## src/rtl/spike_mac_scan_ctrl.sv

```systemverilog
// Loads spikes and weights, shifts them into the spike-MAC scan chain, runs it, then hands back the result.
// Optional readback of the MAC result chain is enabled by defining SPIKE_MAC_READBACK_EN.
module spike_mac_scan_ctrl #(
    parameter int unsigned INPUT_VEC_LEN    = 8,
    parameter int unsigned OUTPUT_VEC_LEN   = 8,
    parameter int unsigned WIDTH            = 8,
    parameter int unsigned SC_MAC_OUT_WIDTH = 128,
    parameter int unsigned COMPUTE_CYCLES   = 4
) (
    input  logic                        CLK,
    input  logic                        RESET,
    input  logic                        start,
    input  logic [INPUT_VEC_LEN-1:0]    spike_vec,
    output logic                        busy,
    input  logic                        w_valid,
    output logic                        w_ready,
    input  logic [WIDTH-1:0]            w_data,
    output logic                        scanIn,
    output logic                        SC_EN,
    input  logic                        scanOut,
    output logic                        res_valid,
    input  logic                        res_ready,
    output logic [SC_MAC_OUT_WIDTH-1:0] res_data
);
    localparam int unsigned NW = INPUT_VEC_LEN * OUTPUT_VEC_LEN;
    localparam int unsigned L  = INPUT_VEC_LEN + NW * WIDTH;
    localparam int unsigned KW = (NW > 1) ? $clog2(NW) : 1;
    localparam int unsigned BW = (L > 1) ? $clog2(L) : 1;
    localparam int unsigned CW = (COMPUTE_CYCLES > 1) ? $clog2(COMPUTE_CYCLES) : 1;

    typedef enum logic [2:0] {IDLE, LOAD, SHIFT, MARK, COMPUTE, READ, DONE} state_t;

    state_t                   state, state_n;
    logic [KW-1:0]            kcnt;
    logic [BW-1:0]            bcnt;
    logic [CW-1:0]            ccnt;
    logic [INPUT_VEC_LEN-1:0] spike_q;
    logic [NW*WIDTH-1:0]      weights_q;
    logic [L-1:0]             chain;
    logic                     k_last, b_last, c_last;

`ifdef SPIKE_MAC_READBACK_EN
    localparam int unsigned RW = (SC_MAC_OUT_WIDTH > 1) ? $clog2(SC_MAC_OUT_WIDTH) : 1;
    logic [RW-1:0]               rcnt;
    logic                        r_last;
    logic [SC_MAC_OUT_WIDTH-1:0] res_q;

    assign r_last   = (rcnt == RW'(SC_MAC_OUT_WIDTH - 1));
    assign res_data = res_q;
`else
    logic unused_scan_out;

    assign unused_scan_out = scanOut;
    assign res_data        = '0;
`endif

    // Word k sits at bits [k*WIDTH +: WIDTH], so the chain bit index equals the SHIFT cycle index.
    assign chain  = {weights_q, spike_q};
    assign k_last = (kcnt == KW'(NW - 1));
    assign b_last = (bcnt == BW'(L - 1));
    assign c_last = (ccnt == CW'(COMPUTE_CYCLES - 1));

    always_ff @(posedge CLK) begin
        if (RESET) begin
            state     <= IDLE;
            kcnt      <= '0;
            bcnt      <= '0;
            ccnt      <= '0;
            spike_q   <= '0;
            weights_q <= '0;
`ifdef SPIKE_MAC_READBACK_EN
            rcnt      <= '0;
            res_q     <= '0;
`endif
        end else begin
            state <= state_n;
            case (state)
                IDLE: begin
                    if (start) spike_q <= spike_vec;
                end
                LOAD: begin
                    if (w_valid) begin
                        weights_q[int'(kcnt)*WIDTH +: WIDTH] <= w_data;
                        kcnt <= k_last ? '0 : kcnt + 1'b1;
                    end
                end
                SHIFT:   bcnt <= b_last ? '0 : bcnt + 1'b1;
                COMPUTE: ccnt <= c_last ? '0 : ccnt + 1'b1;
`ifdef SPIKE_MAC_READBACK_EN
                READ: begin
                    res_q[rcnt] <= scanOut;
                    rcnt        <= r_last ? '0 : rcnt + 1'b1;
                end
`endif
                default: ;
            endcase
        end
    end

    always_comb begin
        state_n   = state;
        busy      = (state != IDLE);
        w_ready   = 1'b0;
        SC_EN     = 1'b0;
        scanIn    = 1'b0;
        res_valid = 1'b0;
        case (state)
            IDLE: if (start) state_n = LOAD;
            LOAD: begin
                w_ready = 1'b1;
                if (w_valid && k_last) state_n = SHIFT;
            end
            SHIFT: begin
                SC_EN  = 1'b1;
                scanIn = chain[bcnt];
                if (b_last) state_n = MARK;
            end
            MARK: begin
                SC_EN   = 1'b1;
                scanIn  = 1'b1;
                state_n = COMPUTE;
            end
            COMPUTE: begin
`ifdef SPIKE_MAC_READBACK_EN
                if (c_last) state_n = READ;
`else
                if (c_last) state_n = DONE;
`endif
            end
            READ: begin
`ifdef SPIKE_MAC_READBACK_EN
                SC_EN = 1'b1;
                if (r_last) state_n = DONE;
`else
                state_n = IDLE;
`endif
            end
            DONE: begin
                res_valid = 1'b1;
                if (res_ready) state_n = IDLE;
            end
            default: state_n = IDLE;
        endcase
    end
endmodule

```

## config.mk

```make
export PLATFORM = sky130hd
export DESIGN_NAME = spike_mac_scan_ctrl
export DESIGN_NICKNAME = d
export VERILOG_FILES = /design/src/rtl/spike_mac_scan_ctrl.sv
export SDC_FILE = /design/constraint.sdc
export NUM_CORES = 1
export LEC_CHECK = 0
export ABC_CLOCK_PERIOD_IN_PS = 8400
export CAP_MARGIN = 15
export CORE_AREA = 3 3 236 215
export CTS_BUF_LIST = sky130_fd_sc_hd__clkbuf_16
export CTS_CLUSTER_DIAMETER = 80
export DETAILED_ROUTE_END_ITERATION = 10
export DIE_AREA = 0 0 239 218
export DONT_BUFFER_PORTS = 1
export PLACE_DENSITY = 0.7
export SLEW_MARGIN = 30
export SYNTH_ARGS = -nofsm -noshare
export SYNTH_HDL_FRONTEND = slang
export SYNTH_SLANG_ARGS = --single-unit
```

## constraint.sdc

```tcl
create_clock -name CLK -period 8.4 [get_ports CLK]
set_input_delay 1.68 -clock CLK [delete_from_list [all_inputs] [get_ports CLK]]
set_output_delay 1.68 -clock CLK [all_outputs]
set_load 0.005 [all_outputs]
```

==> metrics.md <==
| Metric | Value |
|---|---|
| Die ar. | `52,100 um^2` |
| P_leak | `8.95 nW` |
| Routed Wire Length | `76,600 um` |
| Hold depth | `2` |
| Critical path buffers and inverters | `0` |
| Yosys cell types | `82` |
| Filler cells | `4,315` |
| Average wire per standard cell | `21.1 um` |
| Hold Buf Count CTS | `0` |
| Switching power | `1.34 mW` |
| PwrDens | `193 nW/um^2` |
| # Max-Cap Violations | `0` |
| Initial antenna violation count | `3` |
| Pin count of the biggest net entering global routing | `535` |
| Startpoint types | `flip-flop` |
| Residual DRC | `0` |
| Ys flop type | `dfxtp_1` |
| Dpl cells | `3,521` |
| Avg Cell Area, Syn | `8.55 um^2` |
| CP max stage cell | `dfxtp_2` |
| Worst Skew | `0.0166 ns` |
| Gate Count Post-Synth | `3,110` |
| Max_slew headroom | `26.8%` |
| Critical-path maximum fanout | `30` |
| P&R area growth vs syn | `4.41%` |
| Final WS setup | `2.28 ns` |
| Setup Buffers After CTS | `0` |
| Clk_lat worst skew | `0.62 ns` |
| Status | `finished, final reports clean` |
| Nets | `2,973` |
| GR Util All Layers | `28.5%` |
| Fin util | `56.9%` |
| Top delay family on crit path | `compound AO/OA/AOI/OAI gates` |
| Pre-CTS setup slack | `3.05 ns` |
| Total CTS buffers | `54` |
| Seq pwr share | `48.7%` |
| Vias per cell | `6.19` |
| CTS HTree Levels | `2` |
| Sequential share of the synthesized area | `40.7%` |
| PostCTS Resize Cnt | `0` |
| Minimum clock period | `6.12 ns` |
| Remaining Overflow, GRT | `0` |
| Largest stage delay, worst path | `0.97 ns` |
| Worst-margin pin slew | `1.10 ns` |
| Async SR Flop Fraction | `0%` |
| Worst hold path type | `reg2reg` |
| Fin crit share | `72.9%` |
| Worst VDD drop | `0.159 mV` |
| Synth warn | `0` |
| DR vias | `22,400` |
| Gate power share | `7.4%` |
| Synthesized area | `26,600 um^2` |
| CTS root buf | `clkbuf_16` |
| # setup viols final | `0` |
| Synthesized flop and latch total | `541` |
| FF-to-FF path depth | `9` |
| Post-synth EDFFs | `0` |
| Clock network power share | `43.9%` |
| Worst path depth | `7` |
| Final Hold Viols | `0` |
| CTS tree | `done` |
| Maximum buffer depth of the clock tree | `3` |
| Cell Count, Final, Fillers Out | `3,622` |
| Horiz. Die Dim | `239 um` |
| WS Path Type | `reg2out` |
| Core area | `48,700 um^2` |
| Cell-internal power | `4.00 mW` |
| Commonest non-fill, non-tap cells in the layout | `dfxtp_1, nand2_1, a21oi_1` |
| Sw Ratio | `25.1%` |
| Post-DRT Antenna Nets | `0` |
| Clk sinks | `541` |
| Tot Pwr | `5.34 mW` |
| Core Rows | `77` |
| Post-DP HPWL | `48,600 um` |
| Worst Path Required | `6.72 ns` |
| RePlAce Congestion | `0.897` |
| Commonest non-fill, non-tap cell in the layout | `dfxtp_1` |
| I/O pin cnt | `155` |
| CP arrival | `4.44 ns` |
| Vias in the first global route | `21,000` |
| Final instance area | `27,800 um^2` |
| Capturing element type of the critical path | `output pin` |
| Number of port buffers | `0` |
| Placed cell area | `26,100 um^2` |
| Reg clk slew, reported paths | `0.06 ns` |
| Starting density of the core | `54.5%` |
| Setup TNS | `0 ns` |
| Share of cells above drive strength 1 | `9.77%` |
| Fin Hold WS | `0.448 ns` |
| Pre-Repair DR Iteration Count | `6` |
| First-pass GRT wire length | `117,000 um` |
| Die Y | `218 um` |
| Drt first-iter violations | `2,794` |
| Worst path cell trace | `and2b_1 -> a221o_1 -> o21ai_1 -> a211oi_1 -> and3_1 -> a311o_1 -> a221oi_1` |
| Unrepaired setup endpoints after global routing | `no` |
| Count of pins over their slew limit | `0` |
| Maximum clock frequency | `0.163 GHz` |
==> synthesized netlist by cell type, types with 8 or more instances <==
library cell / n / share of area (%)
mux2i_1: 146 / 5.5
a221oi_1: 8 / 0.26
buf_1: 18 / 0.25
nor3_1: 65 / 1.2
or3_1: 9 / 0.21
mux2_2: 8 / 0.34
mux4_2: 113 / 9.6
nand3_1: 101 / 1.9
and3_1: 45 / 1.1
buf_2: 33 / 0.62
nor2_2: 19 / 0.45
nand4_1: 15 / 0.35
clkbuf_1: 178 / 2.5
o21ai_0: 277 / 5.2
dfxtp_1: 541 / 41
inv_1: 9 / 0.13
mux4_1: 10 / 0.99
a21oi_1: 434 / 8.2
buf_6: 12 / 0.51
and2_1: 33 / 0.78
nand2_1: 463 / 6.5
buf_4: 135 / 3.8
nor2_1: 302 / 4.3
nor4_1: 10 / 0.24
xor2_1: 8 / 0.26
==> state kept, by name (all words and copies together), names as in the netlist <==
register / flops
weights_q: 512
bcnt: 10
spike_q: 8
kcnt: 6
state: 3
ccnt: 2
==> kinds of logic (layout without fill, tap and decap cells) <==
family	after synthesis	after routing	synth area share, %
buf+inv	396	148	8.36
flops	541	541	40.7
fa+ha+maj	5	5	0.235
xor+xnor	15	15	0.579
other cells	1	129	0.0141
simple gates	1113	1113	18.6
compound gates	761	761	14.9
mux	278	278	16.5
==> routing by layer <==
metal  routed length (um)  vias to the layer above  GRT usage (%)
li1                     -                    10300              -
met1                31200                    10900           38.9
met2                34700                     1051           44.3
met3                 7370                      209           5.34
met4                 3240                        2           12.5
met5                   10                        -              0
==> worst paths after layout <==
kind                   from             end  slack, ns
max                 bcnt[2]          scanIn       2.28
min          weights_q[226]  weights_q[226]       0.45
max reg2reg         kcnt[2]  weights_q[259]       3.90
min reg2reg  weights_q[226]  weights_q[226]       0.45
==> worst min-delay path, cell delays in order (launching register included) <==
cell and delay (ns):
dfxtp_1 0.30, nand2_1 0.05, a21oi_1 0.05
==> area by class of cell <==
| cell class | instances | area, um^2 | area share [%] |
|---|---|---|---|
| diodes | 1 | 2.50 | 0.00902 |
| clock buffers | 57 | 1430 | 5.14 |
| clock inverters | 42 | 255 | 0.920 |
| inverters | 12 | 45.0 | 0.162 |
| multi-input cells | 2300 | 14100 | 50.7 |
| flip-flops and latches | 541 | 10800 | 39.1 |
| well taps | 632 | 791 | 2.85 |
| repair buffers | 37 | 319 | 1.15 |
==> power groups by stage <==
stage / Sequential [mW] / Clock (mW) / Combinational [mW]
6_report: 2.60 / 2.34 / 0.396
5_1_grt: 2.61 / 2.47 / 0.423
4_1_cts: 2.61 / 2.37 / 0.386
3_5_place_dp: 2.66 / 0 / 0.385
3_3_place_gp: 2.66 / 0 / 0.379
2_1_floorplan: 2.64 / 0 / 0.399
(Power assumes the default switching activity.)
